$ cat src/rtl/cmp_pkg.sv
// cmp_pkg: relation encodings and helpers shared by the comparator pipeline.
// Stage-1 flag bundle and result select live here so every stage agrees.
package cmp_pkg;

    localparam int MODE_W = 3;

    typedef logic [MODE_W-1:0] mode_t;

    localparam mode_t CMP_EQ = 3'd0;
    localparam mode_t CMP_NE = 3'd1;
    localparam mode_t CMP_LT = 3'd2;
    localparam mode_t CMP_GE = 3'd3;
    localparam mode_t CMP_LE = 3'd4;
    localparam mode_t CMP_GT = 3'd5;

    typedef struct packed {
        logic  lt;
        logic  eq;
        mode_t mode;
    } s1_t;

    function automatic logic mode_reserved(input mode_t m);
        return m > CMP_GT;
    endfunction

    // Reserved encodings fall through to 0.
    function automatic logic mode_select(
        input mode_t m,
        input logic  lt,
        input logic  eq
    );
        logic r;
        r = 1'b0;
        case (m)
            CMP_EQ:  r = eq;
            CMP_NE:  r = !eq;
            CMP_LT:  r = lt;
            CMP_GE:  r = !lt;
            CMP_LE:  r = lt | eq;
            CMP_GT:  r = !(lt | eq);
            default: r = 1'b0;
        endcase
        return r;
    endfunction

endpackage

$ cat src/rtl/cmp_flags.sv
// cmp_flags: extend-and-subtract on a WIDTH+1 carry chain giving LT/EQ.
// The extra bit keeps LT exact for every signed or unsigned operand pair.
module cmp_flags #(
    parameter int WIDTH = 8
) (
    input  logic [WIDTH-1:0] a_i,
    input  logic [WIDTH-1:0] b_i,
    input  logic             signed_i,
    output logic             lt_o,
    output logic             eq_o
);

    logic [WIDTH:0] x0;
    logic [WIDTH:0] x1;
    logic [WIDTH:0] d;

    assign x0 = {signed_i & a_i[WIDTH-1], a_i};
    assign x1 = {signed_i & b_i[WIDTH-1], b_i};
    assign d  = x0 + ~x1 + {{WIDTH{1'b0}}, 1'b1};

    assign lt_o = d[WIDTH];
    // Zero difference on the extended chain is exactly I0 == I1.
    assign eq_o = (d == '0);

endmodule

$ cat src/rtl/cmp_pipe.sv
// cmp_pipe: two-stage valid/ready comparator, six relations, signed/unsigned.
// Stage 1 holds LT/EQ/MODE; stage 2 holds the selected result O.
module cmp_pipe
    import cmp_pkg::*;
#(
    parameter int WIDTH = 8
) (
    input  logic             CLK,
    input  logic             ASYNCRESETN,
    input  logic [WIDTH-1:0] I0,
    input  logic [WIDTH-1:0] I1,
    input  logic             SIGNED,
    input  logic [2:0]       MODE,
    input  logic             IN_VALID,
    output logic             IN_READY,
    output logic             O,
    output logic             OUT_VALID,
    input  logic             OUT_READY,
    output logic             ERR
);

    logic lt;
    logic eq;
    logic adv2;
    logic in_fire;
    logic s2_load;

    s1_t  s1_q, s1_d;
    logic s1_valid_q, s1_valid_d;
    logic out_valid_q, out_valid_d;
    logic o_q, o_d;
    logic err_q, err_d;

    cmp_flags #(
        .WIDTH(WIDTH)
    ) u_flags (
        .a_i      (I0),
        .b_i      (I1),
        .signed_i (SIGNED),
        .lt_o     (lt),
        .eq_o     (eq)
    );

    assign adv2     = !out_valid_q || OUT_READY;
    assign IN_READY = !s1_valid_q || adv2;
    assign in_fire  = IN_VALID && IN_READY;
    assign s2_load  = s1_valid_q && adv2;

    always_comb begin
        s1_valid_d = s1_valid_q;
        s1_d       = s1_q;
        if (in_fire) begin
            s1_valid_d = 1'b1;
            s1_d       = '{lt: lt, eq: eq, mode: MODE};
        end else if (s2_load) begin
            s1_valid_d = 1'b0;
        end
    end

    always_comb begin
        out_valid_d = out_valid_q;
        o_d         = o_q;
        if (s2_load) begin
            out_valid_d = 1'b1;
            o_d         = mode_select(s1_q.mode, s1_q.lt, s1_q.eq);
        end else if (OUT_READY) begin
            out_valid_d = 1'b0;
        end
    end

    assign err_d = err_q | (in_fire & mode_reserved(MODE));

    always_ff @(posedge CLK or negedge ASYNCRESETN) begin
        if (!ASYNCRESETN) begin
            s1_valid_q  <= 1'b0;
            s1_q        <= '0;
            out_valid_q <= 1'b0;
            o_q         <= 1'b0;
            err_q       <= 1'b0;
        end else begin
            s1_valid_q  <= s1_valid_d;
            s1_q        <= s1_d;
            out_valid_q <= out_valid_d;
            o_q         <= o_d;
            err_q       <= err_d;
        end
    end

    assign O         = o_q;
    assign OUT_VALID = out_valid_q;
    assign ERR       = err_q;

endmodule

$ cat config.mk
export PLATFORM = sky130hd
export DESIGN_NAME = cmp_pipe
export DESIGN_NICKNAME = d
export VERILOG_FILES = /design/src/rtl/cmp_pkg.sv /design/src/rtl/cmp_flags.sv /design/src/rtl/cmp_pipe.sv
export SDC_FILE = /design/constraint.sdc
export NUM_CORES = 1
export LEC_CHECK = 0
export CORE_MARGIN = 5
export CORE_UTILIZATION = 40
export DETAILED_ROUTE_END_ITERATION = 10
export MAX_ROUTING_LAYER = met4
export PLACE_DENSITY_LB_ADDON = 0.08
export SYNTH_ARGS = -nofsm -noshare
export SYNTH_HDL_FRONTEND = slang
export SYNTH_SLANG_ARGS = --single-unit
$ cat constraint.sdc
create_clock -name CLK -period 4.1 [get_ports CLK]
set_clock_uncertainty 0.15 [all_clocks]
set_input_delay 1.23 -clock CLK [delete_from_list [all_inputs] [get_ports CLK]]
set_output_delay 1.23 -clock CLK [all_outputs]
set_load 0.1 [all_outputs]
**Yosys cells after proc, flatten, opt, wreduce, memory -nomap -nowiden**

Index checks and enable logic that the tools add are counted.

- Bits in registers: 9
- Output and inout port bits: 4
- Logic and storage cells: 39

- $add $sub $neg: 2
- Magnitude comparators: 1
- Eq/ne operators: 5
- Mux-type cells: 5
- Bitwise gates (word level): 6
- Reduce and logical (&&, ||, !) cells: 13

Operators by type and width:

| cell | number |
|---|---|
| 9-bit by 1-bit adder with 9-bit output, second input constant | 1 |
| 9-bit adder | 1 |
| 9-bit zero test | 1 |
| 9-bit NOT | 1 |
| 3-bit by 2-bit == test with 1-bit output, second input constant | 2 |
| 3-bit == test, second input constant | 2 |
| 1-bit case mux with 6 select lines | 1 |
| 1-bit zero test | 5 |
| 1-bit 2-to-1 mux | 4 |
| 2-bit nonzero test | 2 |
| 1-bit AND | 3 |
| 3-bit by 1-bit == test with 1-bit output, second input constant | 1 |
| 3-bit > comparator, second input constant | 1 |
| 3-bit zero test | 1 |
| 1-bit logical AND | 2 |
| 1-bit logical OR | 2 |
| 1-bit OR | 2 |

**Depth between registers and ports, before layout**

Gate-level depths: netlist of the first run.

- Depth in word-level cells: 6
- Depth in mapped cells: 8
- Mapped depth without buffers: 8

**By module**

From an unflattened synthesis of the first run, not the netlist that was laid out.

- Cells, all modules: 85
- Area, all modules: 832.0 um^2

Modules (own cells, without submodules):

| module | times used | cells each | area an instance (um^2) | seq. area each (um^2) |
|---|---|---|---|---|
| cmp_flags | 1 | 57 | 445.4 | 0.0 |
| cmp_pipe | 1 | 28 | 386.6 | 225.2 |

**Least setup slack after synthesis of the first run**

OpenSTA, ideal clock, no wires.

- Path kind: input to output
- From: in OUT_READY
- To: out IN_READY
- Data arrival time: 2.066 ns
- Slack: 0.654 ns
- Stages: 1
- Buffers on the path: 0
- Path through: nand3b_1

- Word-level cells in the longest chain between the ends: 2

Ends and longest elaborated chain:

| what | RTL line | text |
|---|---|---|
| start: declaration | cmp_pipe.sv:18 | `input logic OUT_READY,` |
| 1-bit logical OR | cmp_pipe.sv:44 | `assign adv2 = !out_valid_q \|\| OUT_READY;` |
| 1-bit logical OR | cmp_pipe.sv:45 | `assign IN_READY = !s1_valid_q \|\| adv2;` |
| end: declaration | cmp_pipe.sv:15 | `output logic IN_READY,` |

No other way between the ends.

**Worst setup path after layout of the first run**

Same ends and word-level chain as after synthesis.

==> results by group, run 1 <==
Setup path
  • Worst-path fanout max: 4
  • Startpoint types: primary input
  • Reg-to-reg critical path startpoint: s1_valid_q
  • Reg2reg end: s1_q[3]
  • Reg2Reg Depth: 5
  • Reg2Reg Setup Slack: 2220 ps
  • Crit path required time: 2720 ps
  • Worst setup EP type: output port
  • Critical Path AT: 2120 ps
  • Critical path class: in2out

Synthesis
  • Synth Cell Area: 791 um^2
  • Post-synth EDFFs: 0
  • Area contributors post-synth: dfrtp_1 (28%), ha_1 (13%), mux2_2 (7.1%)
  • Seq cells post-synth: 9
  • Compound-Gate Fraction of Synth Area: 19.5%
  • Post-synthesis simple-gate area fraction: 17.2%
  • Xor/xnor share of the synthesized area: 7.75%
  • Ys flop type: dfrtp_1
  • Seq/Total Area, Yosys: 28.5%
  • Largest family of logic cells by synthesized area: compound AO/OA/AOI/OAI gates
  • Synth unique cells: 30
  • Largest area contributor in the netlist: dfrtp_1
  • Post-synth top area share: 28.5%
  • FFs w/ async S/R, synth: 100%
  • Yosys warnings: 0
  • Cells after Synth: 85
  • Synth Net Count: 118
  • Synthesized area per cell: 9.30 um^2
  • Post-Synth Adder-Cell Area: 15.2%
  • Mux contribution to synthesized area: 7.12%

STA
  • Final worst-path cycle share: 85.4%
  • RSZ-0062 raised after global routing: false
  • Max_slew headroom: 35.1%
  • Final setup fails: 0
  • Worst slew pin tran: 971 ps
  • Highest clock rate: 286 MHz
  • Fin. max-slew vios: 0
  • Setup TNS: 0 ps
  • Final hold violation count: 0
  • Min cycle time layout: 3500 ps

Finish
  • Fin area: 1130 um^2
  • Syn-to-layout area delta: 43.0%
  • Final #Nets: 150
  • Layout cells sized above 1: 11.2%
  • Ant diodes: 0
  • Fin util: 58.9%

Run
  • Max-cap violations: 0

Clocking
  • Setup bufs post-CTS: 0
  • Clk root buf: clkbuf_4
  • Worst skew pair latency: 260 ps
  • CTS Buf Count: 3
  • Clock Pin Slew Worst Setup and Hold Paths: 50 ps
  • # hold bufs at CTS: 0
  • Clock sink total: 9
  • Post-CTS sizing: 0
  • CTS H-tree lvls: 1
  • CTS tree: built
  • Longest Clk Path Bufs: 2

Power and ir drop
  • PwrDens: 295 nW/um^2
  • Worst IR Drop VDD: 241 uV
  • Lkg Pwr: 0.499 nW

Routing
  • DRC errors left: 0
  • Routed wire length: 1640 um
  • DR vias: 719
  • Iter 0 DRT Violations: 13
  • Vias per cell: 5.03
  • DR pass1 iterations: 4
  • Wire length per cell: 11.5 um
  • Antenna Nets Post-Route: 0

Global routing
  • Initial antenna violation count: 0
  • GRT Residual Overflow: 0
  • Largest net degree at the start of global routing: 10
  • First-pass GRT wire length: 2770 um
  • Vias in the first global route: 716
  • Global Route Usage Sum: 13.1%

Die
  • Die height: 54.5 um
  • Core ar.: 1920 um^2
  • Die Width: 54.5 um
  • Die area: 2970 um^2
  • Top Ports: 28
  • Row cnt: 16
  • Initial Util: 41.1%

Worst hold path
  • Hold_sp: s1_q[3]
  • Hold Path Stages: 2
  • Hold WC Path Type: reg2reg
  • Hold Path End: s1_q[3]

Placement
  • Post-DP Area: 1100 um^2
  • Post-DP HPWL: 1390 um
  • Number of port buffers: 27
  • RD Place Congestion: 0.765

Run status
  • Status: finished, final reports clean
## sequential cells by signal, summed over array words and instances, names as in the netlist
name / cells
s1_q: 5
ERR: 1
s1_valid_q: 1
O: 1
OUT_VALID: 1
## critical path, stage by stage
cell	delay, ps
clkdlybuf4s50_1	410
nand3b_1	260
buf_12	230
## power breakdown
part,internal (mW),switching [mW]
sequential,0.101,0.00929
combinational,0.0713,0.0867
clock,0.0373,0.0274
total,0.210,0.123
## cell usage after synthesis (all sizes together) (2+ instances only)
cell / instances
a31oi: 2
o21ai: 3
nor2b: 2
nand3b: 2
xnor2: 3
nand2: 3
o2111ai: 2
nand2b: 3
nor2: 4
o21a: 3
xor2: 4
ha: 8
a21oi: 7
inv: 10
mux2: 5
dfrtp: 9
nor3: 2
## placed cells by master, fill, tap and decap left out, types with 2 or more instances in the layout
master / instances
clkbuf_4: 3
mux2_2: 5
nand2b_1: 3
ha_1: 8
nand2_1: 3
nor3_1: 2
nand3b_1: 2
o21ai_0: 3
nor2b_1: 2
o2111ai_1: 2
a31oi_1: 2
xor2_1: 4
inv_1: 10
dfrtp_1: 9
xnor2_1: 3
nor2_1: 4
a21oi_1: 7
o21a_1: 3
clkdlybuf4s50_1: 26
## layout make-up
| cell class | instances | area, um^2 |
|---|---|---|
| fill | 193 | 791 |
| timing repair buffer | 27 | 280 |
| inverter | 10 | 37.5 |
| clock buffer | 4 | 26.3 |
| tap | 27 | 33.8 |
| sequential | 9 | 225 |
| multi-input combinational | 66 | 528 |
## stage by stage
stage / hold WS (ps) / worst slack (ps) / power [mW] / cells
after floorplan: 299 / 654 / 0.219 / 85
final: 340 / 598 / 0.333 / 143
after CTS: 339 / 597 / 0.338 / 143
after global routing: 363 / 535 / 0.358 / 143
after global placement: 303 / 574 / 0.268 / 139
after detailed placement: 328 / 491 / 0.270 / 139
## layer usage
| metal | vias to the layer above | global-route usage (%) | share of wire, % |
|---|---|---|---|
| li1 | 370 | - | - |
| met1 | 328 | 13.8 | 43 |
| met2 | 21 | 23.1 | 49 |
| met3 | 0 | 4.36 | 8.0 |
| met4 | 0 | 3.73 | 0 |
| met5 | - | - | 0 |
## how the worst max path moves through the flow
stage,startpoint,end,depth (start not counted)
6_report,OUT_READY,IN_READY,3
2_1_floorplan,OUT_READY,IN_READY,1
5_1_grt,OUT_READY,IN_READY,3
3_5_place_dp,I0[0],s1_q[3],9
3_3_place_gp,I0[0],s1_q[3],9
4_1_cts,OUT_READY,IN_READY,3
## cell families (layout without fill, tap and decap cells)
group                      Yosys count  count (layout)
AOI/OAI and AO/OA                   22              22
xor gates and xnor gates             7               7
adders and majority gates            9               9
buffers and inverters               10              41
DFF                                  9               9
muxes                                5               5
and+or+nand+nor                     23              23
Power figures use the tool's default switching activity.
==> run 2: changes to the inputs <==
--- a/config.mk
+++ b/config.mk
@@ -6,10 +6,11 @@
 export NUM_CORES = 1
 export LEC_CHECK = 0
 export CORE_MARGIN = 5
-export CORE_UTILIZATION = 40
+export CORE_UTILIZATION = 47
 export DETAILED_ROUTE_END_ITERATION = 10
 export MAX_ROUTING_LAYER = met4
 export PLACE_DENSITY_LB_ADDON = 0.08
+export SKIP_CTS_REPAIR_TIMING = 1
 export SYNTH_ARGS = -nofsm -noshare
 export SYNTH_HDL_FRONTEND = slang
 export SYNTH_SLANG_ARGS = --single-unit
==> run 2 against run 1 <==
  * Die area is 12% lower
  * Non-clock buffer count stayed put
  * Sequential share of layout area is 0.25 points higher
  * Clock-buffer cell count stayed put
  * Routed wire length is 2.6% higher
  * Flip-flop and latch count stayed put
  * Critical path depth stayed put
  * Global-route usage is 1.7 points higher
  * Cell area is 1.2% lower
  * Via count is 2.4% higher
  * Fmax hardly changed
  * Sequential power hardly changed
  * Critical path type unchanged
  * Largest cell class unchanged
  * Highest routed layer is now met4
==> results by group, run 2 (synthesis results as in run 1) <==
Run status
  • Status: finished, final reports clean

Finish
  • Final non-filler cell total: 132 (-7.7%)
  • Fin area: 1120 um^2 (-1.2%)
  • Most common cell after layout, fill and taps aside: clkdlybuf4s50_1
  • Number of flip-flops in the largest register: 5 (unchanged)
  • Ant diodes: 0 (unchanged)
  • Syn-to-layout area delta: 41.3%
  • Fin util: 71.7% (+13 points)
  • Fillers: 137 (-29%)
  • Most frequent cells in the layout: clkdlybuf4s50_1 (26), inv_1 (10), dfrtp_1 (9), ha_1 (8), a21oi_1 (7)
  • Layout cells sized above 1: 11.2% (unchanged)
  • Top reg by flops: s1_q
  • Final #Nets: 150 (unchanged)

Clocking
  • Worst skew pair latency: 250 ps (about the same)
  • CTS tree: built
  • CTS Buf Count: 3 (unchanged)
  • Clock sink total: 9 (unchanged)
  • Clk root buf: clkbuf_4
  • Longest Clk Path Bufs: 2 (unchanged)
  • CTS H-tree lvls: 1 (unchanged)
  • Clock Pin Slew Worst Setup and Hold Paths: 60 ps (about the same)

STA
  • Min cycle time layout: 3500 ps (+1.78 ps)
  • Max_slew headroom: 35.0% (-0.081 points)
  • Final setup fails: 0 (unchanged)
  • RSZ-0062 raised after global routing: false
  • Hold_ws: 320 ps (-20.8 ps)
  • Final hold violation count: 0 (unchanged)
  • Fin. max-slew vios: 0 (unchanged)
  • Worst slew pin tran: 972 ps (+1.21 ps)
  • Highest clock rate: 285 MHz (about the same)
  • Final worst-path cycle share: 85.5% (about the same)
  • Setup TNS: 0 ps (unchanged)

Die
  • Row cnt: 14 (-2)
  • Die height: 51.0 um (-6.3%)
  • Core ar.: 1560 um^2 (-19%)
  • Top Ports: 28 (unchanged)
  • Die area: 2600 um^2 (-12%)
  • Die Width: 51.0 um (-6.3%)
  • Initial Util: 50.7% (+9.6 points)

Run
  • Max-cap violations: 0 (unchanged)

Setup path
  • Crit path required time: 2720 ps (about the same)
  • Worst-path fanout max: 4 (unchanged)
  • Reg2Reg Setup Slack: 2230 ps (about the same)
  • Reg2Reg Depth: 5 (unchanged)
  • Startpoint types: primary input
  • Worst setup EP type: output port
  • Critical path class: in2out
  • Critical Path AT: 2120 ps (about the same)

Placement
  • RD Place Congestion: 0.781 (+2.0%)
  • Post-DP Area: 1090 um^2 (-1.2%)
  • Number of port buffers: 27 (unchanged)
  • Inst Count DP: 128 (-7.9%)
  • Post-DP HPWL: 1470 um (+5.4%)

Global routing
  • Global Route Usage Sum: 14.7% (+1.7 points)
  • Initial antenna violation count: 0 (unchanged)
  • First-pass GRT wire length: 2930 um (+5.7%)
  • Vias in the first global route: 709 (-0.98%)
  • Largest net degree at the start of global routing: 10 (unchanged)
  • GRT Residual Overflow: 0 (unchanged)

Routing
  • Iter 0 DRT Violations: 9 (-4)
  • Routed wire length: 1680 um (+2.6%)
  • DR vias: 736 (+2.4%)
  • Wire length per cell: 12.8 um (+11%)
  • Vias per cell: 5.58 (+11%)
  • DR pass1 iterations: 4 (unchanged)
  • DRC errors left: 0 (unchanged)
  • Antenna Nets Post-Route: 0 (unchanged)

Worst hold path
  • Hold WC Path Type: reg2reg
  • Hold Path Stages: 1 (-1)

Power and ir drop
  • Lkg Pwr: 0.499 nW (unchanged)
  • Worst IR Drop VDD: 270 uV (+12%)
  • PwrDens: 299 nW/um^2 (+1.5%)
-- run 2: cell counts in the layout (fill, tap and decap cells not counted) --
No cell type changed its count.
-- run 2: stage by stage --
stage	worst slack (ps)	total power [mW]
final	596	0.334
after global routing	545	0.356
after CTS	582	0.339
after detailed placement	518	0.272
after global placement	581	0.267
after floorplan	654	0.219
-- run 2: final timing paths --
| path | startpoint | to |
|---|---|---|
| worst max register to register | s1_valid_q | s1_q[3] |
| worst min register to register | ERR | ERR |
| worst max-delay path | OUT_READY | IN_READY |
| min in group asynchronous | ASYNCRESETN | s1_valid_q |
| worst min-delay path | ERR | ERR |
| max in group asynchronous | ASYNCRESETN | OUT_VALID |
-- run 2: final cells by class --
| cell class | instances | area, um^2 | share of cell area [%] |
|---|---|---|---|
| Clock buffer | 4 | 26.3 | 2.35 |
| Inverter | 10 | 37.5 | 3.36 |
| Multi-Input combinational cell | 66 | 528 | 47.3 |
| Sequential cell | 9 | 225 | 20.2 |
| Tap cell | 16 | 20.0 | 1.79 |
| Timing Repair Buffer | 27 | 280 | 25.1 |
-- run 2: routing by layer --
metal	up-vias	wire, um	track usage [%]	part of all wire [%]
met4	0	12	2.24	0.71
met3	4	97	4.65	5.8
met2	16	839	25.8	50
li1	373	-	-	-
met1	343	735	16.8	44
met5	-	0	-	0
-- run 2: worst max-delay path, cell delays in order --
cell and delay, ps:
clkdlybuf4s50_1 410, nand3b_1 260, buf_12 230
-- run 2: power by group --
part / switching [mW] / internal [mW]
sequential: 0.00899 / 0.101
clock: 0.0277 / 0.0373
combinational: 0.0875 / 0.0713
total: 0.124 / 0.210
